===== src/rtl/pio_arb_pkg.sv =====
// Shared types and constants for the PIO access arbiter.
// Optional build macro used by the arbiter: PIO_ARB_LOCK_EN (locked RMW sequences).
package pio_arb_pkg;

    // Transaction sequencer states
    typedef enum logic [1:0] {
        S_IDLE  = 2'd0,
        S_ISSUE = 2'd1,
        S_WAIT  = 2'd2,
        S_ACK   = 2'd3
    } state_t;

    // Upper bound on requesters; grant_id is sized to cover it
    localparam int MAX_REQ = 8;
    localparam int GRANT_W = 3;

    // PIO register map (word addresses)
    localparam logic [2:0] PIO_ADDR_DATA     = 3'd0;
    localparam logic [2:0] PIO_ADDR_IRQ_MASK = 3'd2;
    localparam logic [2:0] PIO_ADDR_SET      = 3'd4;
    localparam logic [2:0] PIO_ADDR_CLR      = 3'd5;

endpackage


===== src/rtl/pio_arb_rr_pick.sv =====
// Combinational round-robin picker: the requester following 'last' (wrapping)
// has highest priority, 'last' itself has lowest.
module pio_arb_rr_pick
    import pio_arb_pkg::*;
#(
    parameter int NUM_REQ = 4
) (
    input  logic [NUM_REQ-1:0] req,
    input  logic [GRANT_W-1:0] last,
    output logic [GRANT_W-1:0] winner,
    output logic               valid
);

    int best_dist;

    // Choose the requesting index with the smallest rotating distance from last+1
    always_comb begin
        // NOTE: every combinational output gets a default first so no path leaves it unassigned (no latch).
        winner    = last;
        valid     = |req;
        best_dist = NUM_REQ;
        for (int j = 0; j < NUM_REQ; j++) begin
            if (req[j] && (((j + NUM_REQ - int'(last) - 1) % NUM_REQ) < best_dist)) begin
                best_dist = (j + NUM_REQ - int'(last) - 1) % NUM_REQ;
                winner    = GRANT_W'(j);
            end
        end
    end

endmodule


===== src/rtl/pio_access_arbiter.sv =====
// Round-robin arbiter serialising single-word transactions from several
// requesters onto one Avalon-MM PIO slave with registered read data.
// Optional build macro: PIO_ARB_LOCK_EN adds req_lock so a requester can hold
// the PIO across consecutive transactions (atomic read-modify-write).
module pio_access_arbiter
    import pio_arb_pkg::*;
#(
    parameter int NUM_REQ = 4,
    parameter int ADDR_W  = 3,
    parameter int DATA_W  = 32
) (
    input  logic                       clk,
    input  logic                       reset,
    input  logic [NUM_REQ-1:0]         req,
    input  logic [NUM_REQ-1:0]         req_write,
    input  logic [NUM_REQ*ADDR_W-1:0]  req_address,
    input  logic [NUM_REQ*DATA_W-1:0]  req_wdata,
`ifdef PIO_ARB_LOCK_EN
    input  logic [NUM_REQ-1:0]         req_lock,
`endif
    output logic [NUM_REQ-1:0]         ack,
    output logic [DATA_W-1:0]          rdata,
    output logic [GRANT_W-1:0]         grant_id,
    output logic [ADDR_W-1:0]          pio_address,
    output logic                       pio_chipselect,
    output logic                       pio_write_n,
    output logic [DATA_W-1:0]          pio_writedata,
    input  logic [DATA_W-1:0]          pio_readdata
);

    state_t               state;
    logic [NUM_REQ-1:0]   arb_req;
    logic [NUM_REQ-1:0]   grant_onehot;
    logic [GRANT_W-1:0]   pick_winner;
    logic                 pick_valid;
    logic                 sel_write;
    logic [ADDR_W-1:0]    sel_addr;
    logic [DATA_W-1:0]    sel_wdata;

    // One-hot form of the current grant, avoids indexing with a wider grant_id
    always_comb begin
        grant_onehot = '0;
        for (int i = 0; i < NUM_REQ; i++) begin
            grant_onehot[i] = (int'(grant_id) == i);
        end
    end

`ifdef PIO_ARB_LOCK_EN
    logic lock_active;
    logic lock_hold;

    // Lock persists only while the owner keeps requesting
    assign lock_hold = lock_active && (|(req & grant_onehot));
    assign arb_req   = lock_hold ? (req & grant_onehot) : req;

    // Lock is taken from the owner's req_lock in its ACK cycle, dropped when it stops requesting
    always_ff @(posedge clk or posedge reset) begin
        if (reset) begin
            lock_active <= 1'b0;
        end else if (state == S_ACK) begin
            lock_active <= |(req_lock & grant_onehot);
        end else if (state == S_IDLE && !lock_hold) begin
            lock_active <= 1'b0;
        end
    end
`else
    assign arb_req = req;
`endif

    pio_arb_rr_pick #(
        .NUM_REQ (NUM_REQ)
    ) u_pick (
        .req    (arb_req),
        .last   (grant_id),
        .winner (pick_winner),
        .valid  (pick_valid)
    );

    // Select the winning requester's transaction fields from the flattened buses
    always_comb begin
        sel_write = 1'b0;
        sel_addr  = '0;
        sel_wdata = '0;
        for (int i = 0; i < NUM_REQ; i++) begin
            if (int'(pick_winner) == i) begin
                sel_write = req_write[i];
                sel_addr  = req_address[i*ADDR_W +: ADDR_W];
                sel_wdata = req_wdata[i*DATA_W +: DATA_W];
            end
        end
    end

    // Transaction sequencer with registered PIO strobes, ack and read data
    always_ff @(posedge clk or posedge reset) begin
        if (reset) begin
            state          <= S_IDLE;
            ack            <= '0;
            rdata          <= '0;
            grant_id       <= GRANT_W'(NUM_REQ - 1);
            pio_address    <= '0;
            pio_chipselect <= 1'b0;
            pio_write_n    <= 1'b1;
            pio_writedata  <= '0;
        end else begin
            // NOTE: state registers use non-blocking assignments so every register samples pre-edge values.
            ack <= '0;
            case (state)
                S_IDLE: begin
                    if (pick_valid) begin
                        grant_id       <= pick_winner;
                        pio_address    <= sel_addr;
                        pio_writedata  <= sel_wdata;
                        pio_chipselect <= 1'b1;
                        pio_write_n    <= ~sel_write;
                        state          <= S_ISSUE;
                    end
                end
                S_ISSUE: begin
                    pio_chipselect <= 1'b0;
                    pio_write_n    <= 1'b1;
                    if (!pio_write_n) begin
                        ack   <= grant_onehot;
                        state <= S_ACK;
                    end else begin
                        state <= S_WAIT;
                    end
                end
                S_WAIT: begin
                    rdata <= pio_readdata;
                    ack   <= grant_onehot;
                    state <= S_ACK;
                end
                S_ACK: begin
                    state <= S_IDLE;
                end
                default: begin
                    state <= S_IDLE;
                end
            endcase
        end
    end

endmodule


===== config.mk =====
export PLATFORM = sky130hd
export DESIGN_NAME = pio_access_arbiter
export DESIGN_NICKNAME = d
export VERILOG_FILES = /design/src/rtl/pio_arb_pkg.sv /design/src/rtl/pio_arb_rr_pick.sv /design/src/rtl/pio_access_arbiter.sv
export SDC_FILE = /design/constraint.sdc
export NUM_CORES = 1
export LEC_CHECK = 0
export ABC_AREA = 0
export CAP_MARGIN = 40
export CORE_MARGIN = 2
export CORE_UTILIZATION = 27
export CTS_BUF_LIST = sky130_fd_sc_hd__clkbuf_4 sky130_fd_sc_hd__clkbuf_8
export CTS_CLUSTER_SIZE = 12
export DETAILED_ROUTE_END_ITERATION = 8
export PLACE_DENSITY = 0.61
export RECOVER_POWER = 100
export SETUP_SLACK_MARGIN = 0.05
export SYNTH_ARGS = -nofsm -noshare
export SYNTH_HDL_FRONTEND = slang
export SYNTH_SLANG_ARGS = --single-unit

===== constraint.sdc =====
create_clock -name clk -period 6.9 [get_ports clk]
set_input_delay 1.035 -clock clk [delete_from_list [all_inputs] [get_ports clk]]
set_output_delay 1.035 -clock clk [all_outputs]
set_load 0.02 [all_outputs]

==> results of run 1 <==
==> state kept, by name (all words and copies together), names as in the netlist <==
name and count:
ack 4, grant_id 3, pio_address 3, state 2, pio_chipselect 1, rdata 32
pio_write_n 1, pio_writedata 32
==> power by group <==
part / switching [mW] / internal [mW] / leakage, nW
logic: 1.71 / 1.35 / 2.19
registers: 0.103 / 0.698 / 0.928
clock network: 0.174 / 0.178 / 0.0986
total: 1.99 / 2.23 / 3.22
==> placed cells by master, fill, tap and decap left out, types with 20 or more instances in the layout <==
master | synthesis | routed
a221oi_1 | 21 | 21
dlygate4sd3_1 | 0 | 78
nor2_1 | 31 | 31
inv_1 | 30 | 29
dfrtp_1 | 75 | 75
clkdlybuf4s50_1 | 0 | 179
nand2_1 | 27 | 27
o31ai_1 | 35 | 35
a22oi_1 | 21 | 21
buf_4 | 3 | 24
a221o_1 | 20 | 20
mux2_2 | 32 | 32
==> per-stage QoR <==
| stage | worst slack [ns] | std cells | instance area, um^2 | utilization (%) | hold slack, ns |
|---|---|---|---|---|---|
| floorplan | 0.406 | 437 | 4580 | - | 0.497 |
| global placement | 0.479 | 903 | 7480 | 45.1 | 0.459 |
| detailed placement | 0.333 | 904 | 7490 | 45.2 | 0.476 |
| CTS | 0.284 | 919 | 7680 | 46.3 | 0.487 |
| global route | 0.0712 | 925 | 7720 | 46.6 | 0.511 |
| finish | 0.441 | 925 | 7720 | 46.6 | 0.486 |
==> metal layers <==
metal	vias to the layer above	track usage, %	wire, um
li1	2206	-	-
met1	2218	22.5	7060
met2	182	31.4	8520
met3	32	3.51	1030
met4	0	8.48	520
met5	-	0	0
==> worst max path at each step <==
stage,start,endpoint,cells after the start
finish,grant_id[1]$_DFFE_PP1P_,pio_write_n$_DFFE_PP1P_,27
global route,grant_id[1]$_DFFE_PP1P_,pio_write_n$_DFFE_PP1P_,27
CTS,grant_id[1]$_DFFE_PP1P_,pio_writedata[15]$_DFFE_PP0P_,28
detailed placement,grant_id[1]$_DFFE_PP1P_,pio_writedata[15]$_DFFE_PP0P_,28
global placement,req[0],pio_writedata[28]$_DFFE_PP0P_,24
floorplan,grant_id[0]$_DFFE_PP1P_,pio_writedata[10]$_DFFE_PP0P_,29
==> logic make-up after synthesis <==
family,after synthesis,share of synthesized area [%]
compound gates,149,27.4
xor+xnor,2,0.383
fa+ha+maj,19,5.19
buf+inv,65,6.26
flops,78,42.7
mux,32,7.87
simple gates,92,10.2
==> cell type report <==
type                    instances  area [um^2]  share of cell area [%]
multi-input cells             294         2370                    30.6
clock inverters                 4         47.5                   0.616
clock buffers                  11          145                    1.88
repair buffers                287         2810                    36.5
diodes                          1         2.50                  0.0324
well taps                     220          275                    3.57
inverters                      30          114                    1.47
flip-flops and latches         78         1960                    25.3
==> cells in the mapped netlist, types with 2 or more instances <==
cell / number
o21a_1: 2
xor2_1: 2
nand2_1: 27
nor2b_1: 4
inv_1: 30
nand2b_1: 4
ha_1: 19
nor4_1: 3
buf_2: 7
o211ai_1: 4
a221o_1: 20
a221oi_1: 21
nor4b_1: 2
dfrtp_1: 75
or4b_1: 2
clkbuf_1: 22
nand3_1: 3
dfstp_2: 3
o21ai_0: 11
a221oi_2: 11
and2_1: 4
a21o_1: 3
nor2_1: 31
o31ai_1: 35
a21oi_1: 9
buf_4: 3
nor3_1: 2
mux2_2: 32
a22oi_1: 21
buf_6: 3
==> tightest hold or removal path: cells and delay by family, from the launching register on <==
kind	cells	cell delay (ns)
flops	1	0.39
buf+inv	1	0.05
compound gates	1	0.05
==> repair_timing <==
item | 4_1_cts | 5_1_grt
buffers inserted | 0 | 5
endpoints found under the setup margin | 0 | 36
endpoints found under the hold margin | 0 | 0
resized for setup | 0 | 4
==> flow_summary.ini, run 1 <==
[critical_path]
reg2reg_from = grant_id[1]$_DFFE_PP1P_
cp.required_ns = 7.18
r2r_cells = 27
cp.arrival_ns = 6.74
rrSetupSlack_ns = 0.44
path_class = register to register
cp.buffers_inverters = 3
cp_top_family = simple AND/OR/NAND/NOR gates
cp-end-kind = register
crit_fanout = 7
crit_path_frequent_cell = ha_1
crit_path_start_kind = register
r2r-end = pio_write_n$_DFFE_PP1P_
slowest_stage = dfstp_2
max_stage_delay_ns = 0.58

[worst_hold_path]
worstHoldEndpoint = pio_write_n$_DFFE_PP1P_
hold_path.class = register to register
hold_depth = 2
worstHoldStart = pio_write_n$_DFFE_PP1P_

[finish]
fin_nets = 901
synthToLayoutAreaGrowth_pct = 68.6
drive_above_1_share_pct = 14.1
n_fill_cell = 1517

[logic_synthesis]
yosysSeqAreaShare_pct = 42.7
syn_area_per_cell_um2 = 10.5
yosys-top-cells-area = dfrtp_1, mux2_2, o31ai_1, ha_1, a221o_1
syn-num-nets = 638
synth.top_cell.area_share_pct = 41.0
syn_area_um2 = 4580
ys_ff_latch = 78
synth_edf_count = 0
synth_cell_types = 52
yosysWarnings = 0
synthArstFlopShare_pct = 100
synth_ff_type = dfrtp_1
syn_inst = 437
yosysTopAreaCell = dfrtp_1

[run_status]
outcome = complete, but fails checks
failed_checks = capacitance limit, slew limit

[floorplan]
core_area_um2 = 16600
die_h_um = 134
initial_core_util_pct = 27.6
die_x_um = 134
ios = 258
dieArea_um2 = 18000
placementRows = 47

[cts]
clkTransAtPathRegs_ns = 0.08
root_buffer = clkbuf_8
cts_hold_buf = 0
cts_buffer_depth = 2
numCtsBuffers = 9
cts-htree-levels = 3
cts.sink_count = 78
clk_latency_ns = 0.36
tritoncts = built

[sta]
slew_headroom_pct = -107
hold_violations = 0
period_minus_slack_ns = 6.46
setup_viol = 0
max_clock_freq_ghz = 0.155
tns_ns = 0
finClkSkew_ns = 0.0108
post-route-period-util_pct = 93.6
worst_pin_slew_ns = 3.10
final_max_slew_viol_count = 91
rsz0062_at_grt = no

[placement]
place_hpwl_um = 13200
routabilityCongestion = 0.924
numPortBuffers = 257

[detailed_routing]
postRouteAntennaNets = 0
drtIter0Drc = 182
wl_per_cell_um = 18.5
via_count = 4638
dr.pass1.iters = 4
via_per_inst = 5.01
routed_wl_um = 17100
drc = 0

[power]
ir_drop_uv = 257
p_leak_nw = 3.22
power_density_nw_per_um2 = 546
total_power_mw = 4.22

[grt]
antenna_found_initial = 1
grt_pass1_wl_um = 26000
grt_usage_pct = 18.4
grt_max_degree = 57
gr-total-overflow = 0
first_global_vias = 4852

[job]
maxCapViolCount = 2
Note: power is estimated with default switching activity, not from simulation.
==> run 2: changes to the inputs <==
Settings changed: CTS_CLUSTER_SIZE 12 to not set, GPL_ROUTABILITY_DRIVEN set to 0.
==> flow_summary.ini, run 2 (same netlist as run 1, synthesis figures left out) <==
[cts]
root_buffer = clkbuf_8
cts_buffer_depth = 2
numCtsBuffers = 9
clkTransAtPathRegs_ns = 0.08
cts.sink_count = 78
tritoncts = built
cts_hold_buf = 0
cts-htree-levels = 3
clk_latency_ns = 0.36

[grt]
grt_pass1_wl_um = 25900
gr-total-overflow = 0
grt_max_degree = 55
first_global_vias = 4794
antenna_found_initial = 0
grt_usage_pct = 18.3

[finish]
diodes = 0
n_fill_cell = 1563
drive_above_1_share_pct = 14.1
fin_nets = 897
final_core_util_pct = 46.5
top_regs = pio_writedata (32), rdata (32), ack (4)
synthToLayoutAreaGrowth_pct = 68.4
final_common_cell = clkdlybuf4s50_1
mostFrequentLayoutCells = clkdlybuf4s50_1, dlygate4sd3_1, dfrtp_1, o31ai_1, mux2_2
post-route-cell-area_um2 = 7710

[sta]
slew_headroom_pct = -92.0
post-route-period-util_pct = 94.9
tns_ns = 0
hold_violations = 0
finClkSkew_ns = 0.0140
setup_viol = 0
worst_pin_slew_ns = 2.88
period_minus_slack_ns = 6.55
final_max_slew_viol_count = 89
max_clock_freq_ghz = 0.153

[floorplan]
core_area_um2 = 16600
initial_core_util_pct = 27.6
dieArea_um2 = 18000
die_h_um = 134
placementRows = 47
ios = 258
die_x_um = 134

[power]
pwr-share-clk_pct = 8.6
p_seq_share_pct = 19.1
power.internal_mw = 2.21
power_density_nw_per_um2 = 546
comb_power_share_pct = 72.3
ir_drop_uv = 293
p_leak_nw = 3.21
switching_share_pct = 47.5
p_sw_mw = 2.00

[critical_path]
crit_fanout = 6
r2r-end = pio_write_n$_DFFE_PP1P_
reg2reg_from = grant_id[1]$_DFFE_PP1P_
cp.arrival_ns = 6.82
crit_path_start_kind = register
cp-end-kind = register
rrSetupSlack_ns = 0.35
endpoint = pio_write_n$_DFFE_PP1P_
cp.required_ns = 7.17
startpoint = grant_id[1]$_DFFE_PP1P_
path_class = register to register
r2r_cells = 27

[placement]
place_hpwl_um = 13000
placed_area_um2 = 7440
numPortBuffers = 257

[run_status]
failed_checks = capacitance limit, slew limit
outcome = complete, but fails checks

[detailed_routing]
routed_wl_um = 17000
drc = 0
via_per_inst = 5.15
wl_per_cell_um = 18.5
drtIter0Drc = 228
dr.pass1.iters = 5
via_count = 4747
postRouteAntennaNets = 0

[job]
maxCapViolCount = 2

[worst_hold_path]
hold_path.class = register to register
hold_depth = 2
run 2: cell types whose count changed in the layout (fill, tap and decap cells not counted), sizes merged:
cell	before	now
clkinv	2	1
inv	29	30
diode	1	0
buf	27	24
run 2: stage by stage:
stage | hold WS, ns | worst slack (ns) | power (mW) | std cells
floorplan | 0.497 | 0.406 | 2.76 | 437
global placement | 0.467 | 0.332 | 3.79 | 898
detailed placement | 0.484 | 0.0100 | 3.87 | 899
CTS | 0.495 | 0.0822 | 4.24 | 915
global route | 0.506 | -0.0551 | 4.53 | 921
finish | 0.492 | 0.350 | 4.21 | 921
run 2: metal layers:
metal,vias to the layer above,part of all wire (%),track usage [%]
met5,-,0,0
met4,0,2.0,6.43
met3,20,6.5,2.83
met2,216,51,32.9
met1,2325,40,22.0
li1,2186,-,-
run 2: worst max-delay path: stages, from the launching register on:
cell       delay (ns)
dfstp_2          0.59
inv_1            0.11
ha_1             0.21
ha_1             0.27
nand3_1          0.09
a21oi_2          0.21
nand2_1          0.11
ha_1             0.35
nand4bb_1        0.20
a21o_1           0.26
nand2_2          0.14
nand2_1          0.06
o21ai_1          0.12
inv_1            0.07
ha_1             0.31
or4b_1           0.50
a311oi_2         0.30
o21a_1           0.19
and2_1           0.14
a21oi_1          0.06
ha_1             0.30
nand2b_1         0.22
and3_1           0.24
a221oi_4         0.30
buf_4            0.20
and4b_1          0.18
or4b_1           0.51
a32oi_1          0.21
run 2: final cells by class:
class                           count  area (um^2)  share of cell area [%]
Clock buffer                       12          153                    1.98
Clock inverter                      4         55.1                   0.714
Inverter                           30          114                    1.48
Multi-Input combinational cell    294         2390                    31.0
Sequential cell                    78         1960                    25.4
Tap cell                          220          275                    3.57
Timing Repair Buffer              283         2770                    35.9
run 2: worst min path at each step:
stage,from,end,slack [ns]
2_1_floorplan,pio_write_n$_DFFE_PP1P_,pio_write_n$_DFFE_PP1P_,0.50
3_3_place_gp,pio_write_n$_DFFE_PP1P_,pio_write_n$_DFFE_PP1P_,0.47
3_5_place_dp,pio_write_n$_DFFE_PP1P_,pio_write_n$_DFFE_PP1P_,0.48
4_1_cts,pio_write_n$_DFFE_PP1P_,pio_write_n$_DFFE_PP1P_,0.50
5_1_grt,pio_write_n$_DFFE_PP1P_,pio_write_n$_DFFE_PP1P_,0.51
6_report,pio_write_n$_DFFE_PP1P_,pio_write_n$_DFFE_PP1P_,0.49
run 2: what timing repair did:
item / in CTS / in global routing
setup buffers: 0 / 6
resized for setup: 0 / 7
setup endpoints to repair: 0 / 37
run 2: power by group through the flow:
stage / clock [mW] / combinational, mW / sequential [mW]
2_1_floorplan: 0 / 1.68 / 1.08
3_3_place_gp: 0 / 2.97 / 0.819
3_5_place_dp: 0 / 3.04 / 0.829
4_1_cts: 0.375 / 3.05 / 0.821
5_1_grt: 0.394 / 3.30 / 0.832
6_report: 0.362 / 3.05 / 0.803
==> run 3: changes to the inputs <==
Settings changed: PLACE_DENSITY 0.61 to 0.59.
Clock period 6.9 ns to 7.4 ns, I/O delays scaled along.
==> flow_summary.ini, run 3 (same netlist as run 1, synthesis figures left out) <==
[grt]
first_global_vias = 4949
grt_pass1_wl_um = 26800
antenna_found_initial = 0
grt_usage_pct = 18.9
grt_max_degree = 57
gr-total-overflow = 0

[power]
ir_drop_uv = 329
pwr-share-clk_pct = 8.5
p_seq_share_pct = 19.7
switching_share_pct = 47.9
total_power_mw = 3.88
power_density_nw_per_um2 = 508
p_sw_mw = 1.86
p_leak_nw = 3.16
comb_power_share_pct = 71.8
power.internal_mw = 2.02

[critical_path]
cp.required_ns = 7.63
cp.arrival_ns = 7.09
crit_path_frequent_cell = ha_1
cp_top_family = compound AO/OA/AOI/OAI gates
path_class = register to register
cp.buffers_inverters = 5
crit_path_start_kind = register
cp-end-kind = register
max_stage_delay_ns = 0.70
slowest_stage = dfstp_2
crit_fanout = 20

[detailed_routing]
via_per_inst = 5.11
postRouteAntennaNets = 0
dr.pass1.iters = 5
via_count = 4663
drtIter0Drc = 233
routed_wl_um = 17300
wl_per_cell_um = 19.0
drc = 0

[floorplan]
die_h_um = 134
ios = 258
die_x_um = 134
dieArea_um2 = 18000
initial_core_util_pct = 27.6
placementRows = 47
core_area_um2 = 16600

[finish]
fin_nets = 888
top_regs = pio_writedata (32), rdata (32), ack (4)
drive_above_1_share_pct = 12.4
multi_input_area_um2 = 2380
mostFrequentLayoutCells = clkdlybuf4s50_1, dlygate4sd3_1, dfrtp_1, o31ai_1, mux2_2
post-route-cell-area_um2 = 7640
synthToLayoutAreaGrowth_pct = 66.8
n_fill_cell = 1584
diodes = 0
final_common_cell = clkdlybuf4s50_1
regArea_um2 = 1960

[sta]
post-route-period-util_pct = 92.7
finClkSkew_ns = 0.0132
tns_ns = 0
worst_pin_slew_ns = 3.08
final_max_slew_viol_count = 91
hold_violations = 0
setup_viol = 0
rsz0062_at_grt = no
max_clock_freq_ghz = 0.146
slew_headroom_pct = -106
period_minus_slack_ns = 6.86

[worst_hold_path]
hold_path.class = register to register

[run_status]
outcome = complete, but fails checks
failed_checks = capacitance limit, slew limit

[placement]
numPortBuffers = 257
place_hpwl_um = 13200
placed_area_um2 = 7440

[cts]
tritoncts = built
cts-htree-levels = 3
clk_latency_ns = 0.36
cts_buffer_depth = 2
cts.sink_count = 78
clkTransAtPathRegs_ns = 0.09
numCtsBuffers = 9
root_buffer = clkbuf_8

[job]
maxCapViolCount = 2
==> run 3: cell types whose count changed in the layout (fill, tap and decap cells not counted), moves of 2 or more <==
cell and change:
clkinv_2 +3, clkbuf_4 -2, buf_6 +4, buf_4 -14
==> run 3: worst min-delay path: cells and delay by family (launching register included) <==
family                 cells  cell delay (ns)
AOI/OAI and AO/OA          1             0.05
buffers and inverters      1             0.04
DFF                        1             0.38
==> run 3: power by group through the flow <==
stage	combinational (mW)	sequential (mW)	clock, mW
after floorplan	1.57	1.01	0
after global placement	2.73	0.774	0
after detailed placement	2.82	0.787	0
after CTS	2.83	0.778	0.342
after global routing	3.02	0.799	0.363
final	2.79	0.766	0.329
==> run 3: final timing paths <==
path	startpoint	slack, ns	to	cells after the start
worst max register to register	grant_id[0]$_DFFE_PP1P_	0.54	pio_writedata[29]$_DFFE_PP0P_	28
worst min-delay path	pio_write_n$_DFFE_PP1P_	0.47	pio_write_n$_DFFE_PP1P_	2
max in group asynchronous	reset	2.24	grant_id[2]$_DFFE_PP0P_	4
worst min register to register	pio_write_n$_DFFE_PP1P_	0.47	pio_write_n$_DFFE_PP1P_	2
min in group asynchronous	reset	1.64	pio_writedata[10]$_DFFE_PP0P_	3
worst max-delay path	grant_id[0]$_DFFE_PP1P_	0.54	pio_writedata[29]$_DFFE_PP0P_	28
==> run 3: area by class of cell <==
cell class / instances / area share [%]
well taps: 220 / 3.60
clock buffers: 10 / 1.80
flip-flops and latches: 78 / 25.6
inverters: 30 / 1.49
repair buffers: 274 / 35.5
multi-input cells: 294 / 31.2
clock inverters: 6 / 0.803
==> run 3: timing repair <==
action,4_1_cts,5_1_grt
hold buffers,0,0
endpoints found under the setup margin,0,36
buffers inserted,0,1
resized for setup,0,6
==> run 3: stage by stage <==
step	hold slack [ns]	worst slack (ns)	utilization (%)	instances
6_report	0.474	0.543	46.0	912
5_1_grt	0.486	0.0442	46.0	912
4_1_cts	0.479	0.238	46.1	911
3_5_place_dp	0.468	0.182	44.9	895
3_3_place_gp	0.461	0.397	44.6	892
2_1_floorplan	0.497	0.906	-	437
==> run 3: metal layers <==
| metal | track usage, % | part of all wire (%) | vias up |
|---|---|---|---|
| li1 | - | - | 2180 |
| met2 | 33.2 | 51 | 179 |
| met3 | 4.54 | 6.0 | 6 |
| met4 | 4.33 | 0.70 | 0 |
| met5 | 0 | 0 | - |
| met1 | 23.4 | 42 | 2298 |
==> edit (flow settings as in run 2) <==
The option `PIO_ARB_LOCK_EN` is turned on by a define.
--- a/src/rtl/pio_access_arbiter.sv
+++ b/src/rtl/pio_access_arbiter.sv
@@ -3,4 +3,6 @@
 // Optional build macro: PIO_ARB_LOCK_EN adds req_lock so a requester can hold
 // the PIO across consecutive transactions (atomic read-modify-write).
+`define PIO_ARB_LOCK_EN
+
 module pio_access_arbiter
     import pio_arb_pkg::*;
Ports: changed (added req_lock); port bits go from 258 to 262. No check against the original RTL was run, so the function may have changed too.
==> edit against run 2 <==
- fmax down 0.20%
- sequential cell count grew 1
- area after synthesis is 10% higher
- critical endpoint is now pio_writedata[25]
- clock power grew 5.8%
- wire length up 16%
- non-clock buffer count grew 21
- the flow still finishes with violations (capacitance limit, slew limit)
- largest cell class unchanged
- total power increased by 19%
- cell area grew 11%
- setup slack got worse by 0.013 ns
==> edit: results (changes against run 2) <==
Outcome -> complete, but fails checks (unchanged)
Failing checks -> capacitance limit, slew limit (unchanged)
Avg Cell Area, Syn -> 9.18 um^2 (was 10.5 um^2)
Synth Net Count -> 755 (was 638)
Max IR drop VDD -> 306 uV (was 293 uV)
First-pass DRT Iterations -> 6 (was 5)
Cell Area, Placed -> 0.00825 mm^2 (was 0.00744 mm^2)
Pin count of the biggest net entering global routing -> 60 (was 55)
Number of distinct library cells after synthesis -> 66 (was 52)
Total count of max-transition violations in the final report -> 93 (was 89)
Critical path's slowest cell -> sky130_fd_sc_hd__clkdlybuf4s50_1 (was sky130_fd_sc_hd__dfstp_2)
IO Port Bufs -> 261 (was 257)
Delay of the slowest critical-path stage -> 0.44 ns (was 0.59 ns)
Fraction of final layout cells sized beyond drive strength 1 -> 0.144 (was 0.141)
GR Util All Layers -> 0.195 (was 0.183)
Number of maximum-capacitance constraint violations -> 2 (unchanged)
Filler-free cell count of the finished design -> 1,058 (was 921)
Post-synthesis sequential area ratio -> 0.393 (was 0.427)
Post-DP HPWL -> 14.8 mm (was 13.0 mm)
TritonCTS Buffers -> 9 (unchanged)
Wire length of the first global-routing pass -> 30.4 mm (was 25.9 mm)
Peak fanout along the critical path -> 17 (was 6)
Leakage -> 3.32 nW (was 3.21 nW)
First-iteration detailed-routing DRC count -> 184 (was 228)
Detail-routed via count per cell -> 5.17 (was 5.15)
Endpoint arrival time on the critical path -> 6.79 ns (was 6.82 ns)
Post-Route Skew -> 0.0116 ns (was 0.0140 ns)
Final layout net count -> 1,031 (was 897)
Vias in the first global route -> 5,491 (was 4,794)
Crit path max-delay family -> compound AO/OA/AOI/OAI gates (was simple AND/OR/NAND/NOR gates)
Wire length reported by the detailed router -> 19.7 mm (was 17.0 mm)
[edit: cell types whose count changed in the layout (fill, tap and decap cells not counted), moves of 19 or more]
cell | run 2 | this run
sky130_fd_sc_hd__a221o_1 | 20 | 0
sky130_fd_sc_hd__a211oi_1 | 0 | 59
sky130_fd_sc_hd__o21ai_1 | 3 | 23
sky130_fd_sc_hd__a22oi_1 | 21 | 2
sky130_fd_sc_hd__a221oi_1 | 21 | 0
sky130_fd_sc_hd__o21ai_0 | 9 | 83
sky130_fd_sc_hd__nand3_1 | 3 | 31
sky130_fd_sc_hd__o31ai_1 | 35 | 1
[edit: cell type report]
class	instances	area, um^2
fill	1782	9620
timing repair buffer	304	3060
multi-input combinational	417	2940
sequential	79	1980
tap	229	287
clock buffer	9	124
clock inverter	6	86.3
inverter	14	53.8
[edit: worst paths after layout]
| path | startpoint | end | slack [ns] | depth (start not counted) |
|---|---|---|---|---|
| worst max-delay path | req[2] | pio_writedata[25] | 0.34 | 27 |
| worst min-delay path | pio_writedata[18] | pio_writedata[18] | 0.48 | 2 |
| worst max register to register | grant_id[0] | pio_writedata[25] | 0.41 | 29 |
| worst min register to register | pio_writedata[18] | pio_writedata[18] | 0.48 | 2 |
| max in group asynchronous | reset | pio_writedata[23] | 1.67 | 4 |
| min in group asynchronous | reset | rdata[0] | 1.49 | 3 |
[edit: power by group]
part           internal [mW]  leakage [nW]  total [mW]  switching, mW
combinational           1.67          2.27        3.81           2.14
sequential             0.702         0.951       0.810          0.108
clock                  0.201         0.105       0.383          0.182
total                   2.57          3.32        5.00           2.43
[edit: kinds of logic (layout without fill, tap and decap cells)]
family,count (synthesis),count (layout),share of synthesized area
compound gates,223,223,0.292
simple gates,138,138,0.139
mux,34,34,0.0760
buf+inv,53,333,0.0477
xor+xnor,2,2,0.00348
fa+ha+maj,20,20,0.0497
flops,79,79,0.393
[edit: through the flow]
stage,setup WS (ns),setup TNS [ns],hold slack (ns)
floorplan,0.0778,0,0.550
CTS,0.161,0,0.492
detailed placement,-0.182,-2.17,0.471
global route,0.00443,0,0.503
global placement,-0.116,-0.254,0.461
finish,0.337,0,0.479
[edit: timing repair]
item                                    CTS  global route
endpoints found under the setup margin    0            37
gates resized for setup                   0            17
hold buffers                              0             0
setup buffers                             0             4
[edit: routing by layer]
| layer | share of wire | up-vias | global-route usage | wire length [um] |
|---|---|---|---|---|
| met3 | 0.087 | 18 | 0.0550 | 1710 |
| met4 | 0.013 | 0 | 0.0511 | 258 |
| met1 | 0.42 | 2548 | 0.245 | 8280 |
| li1 | - | 2635 | - | - |
| met2 | 0.48 | 265 | 0.329 | 9440 |
| met5 | 0 | - | 0 | 0 |
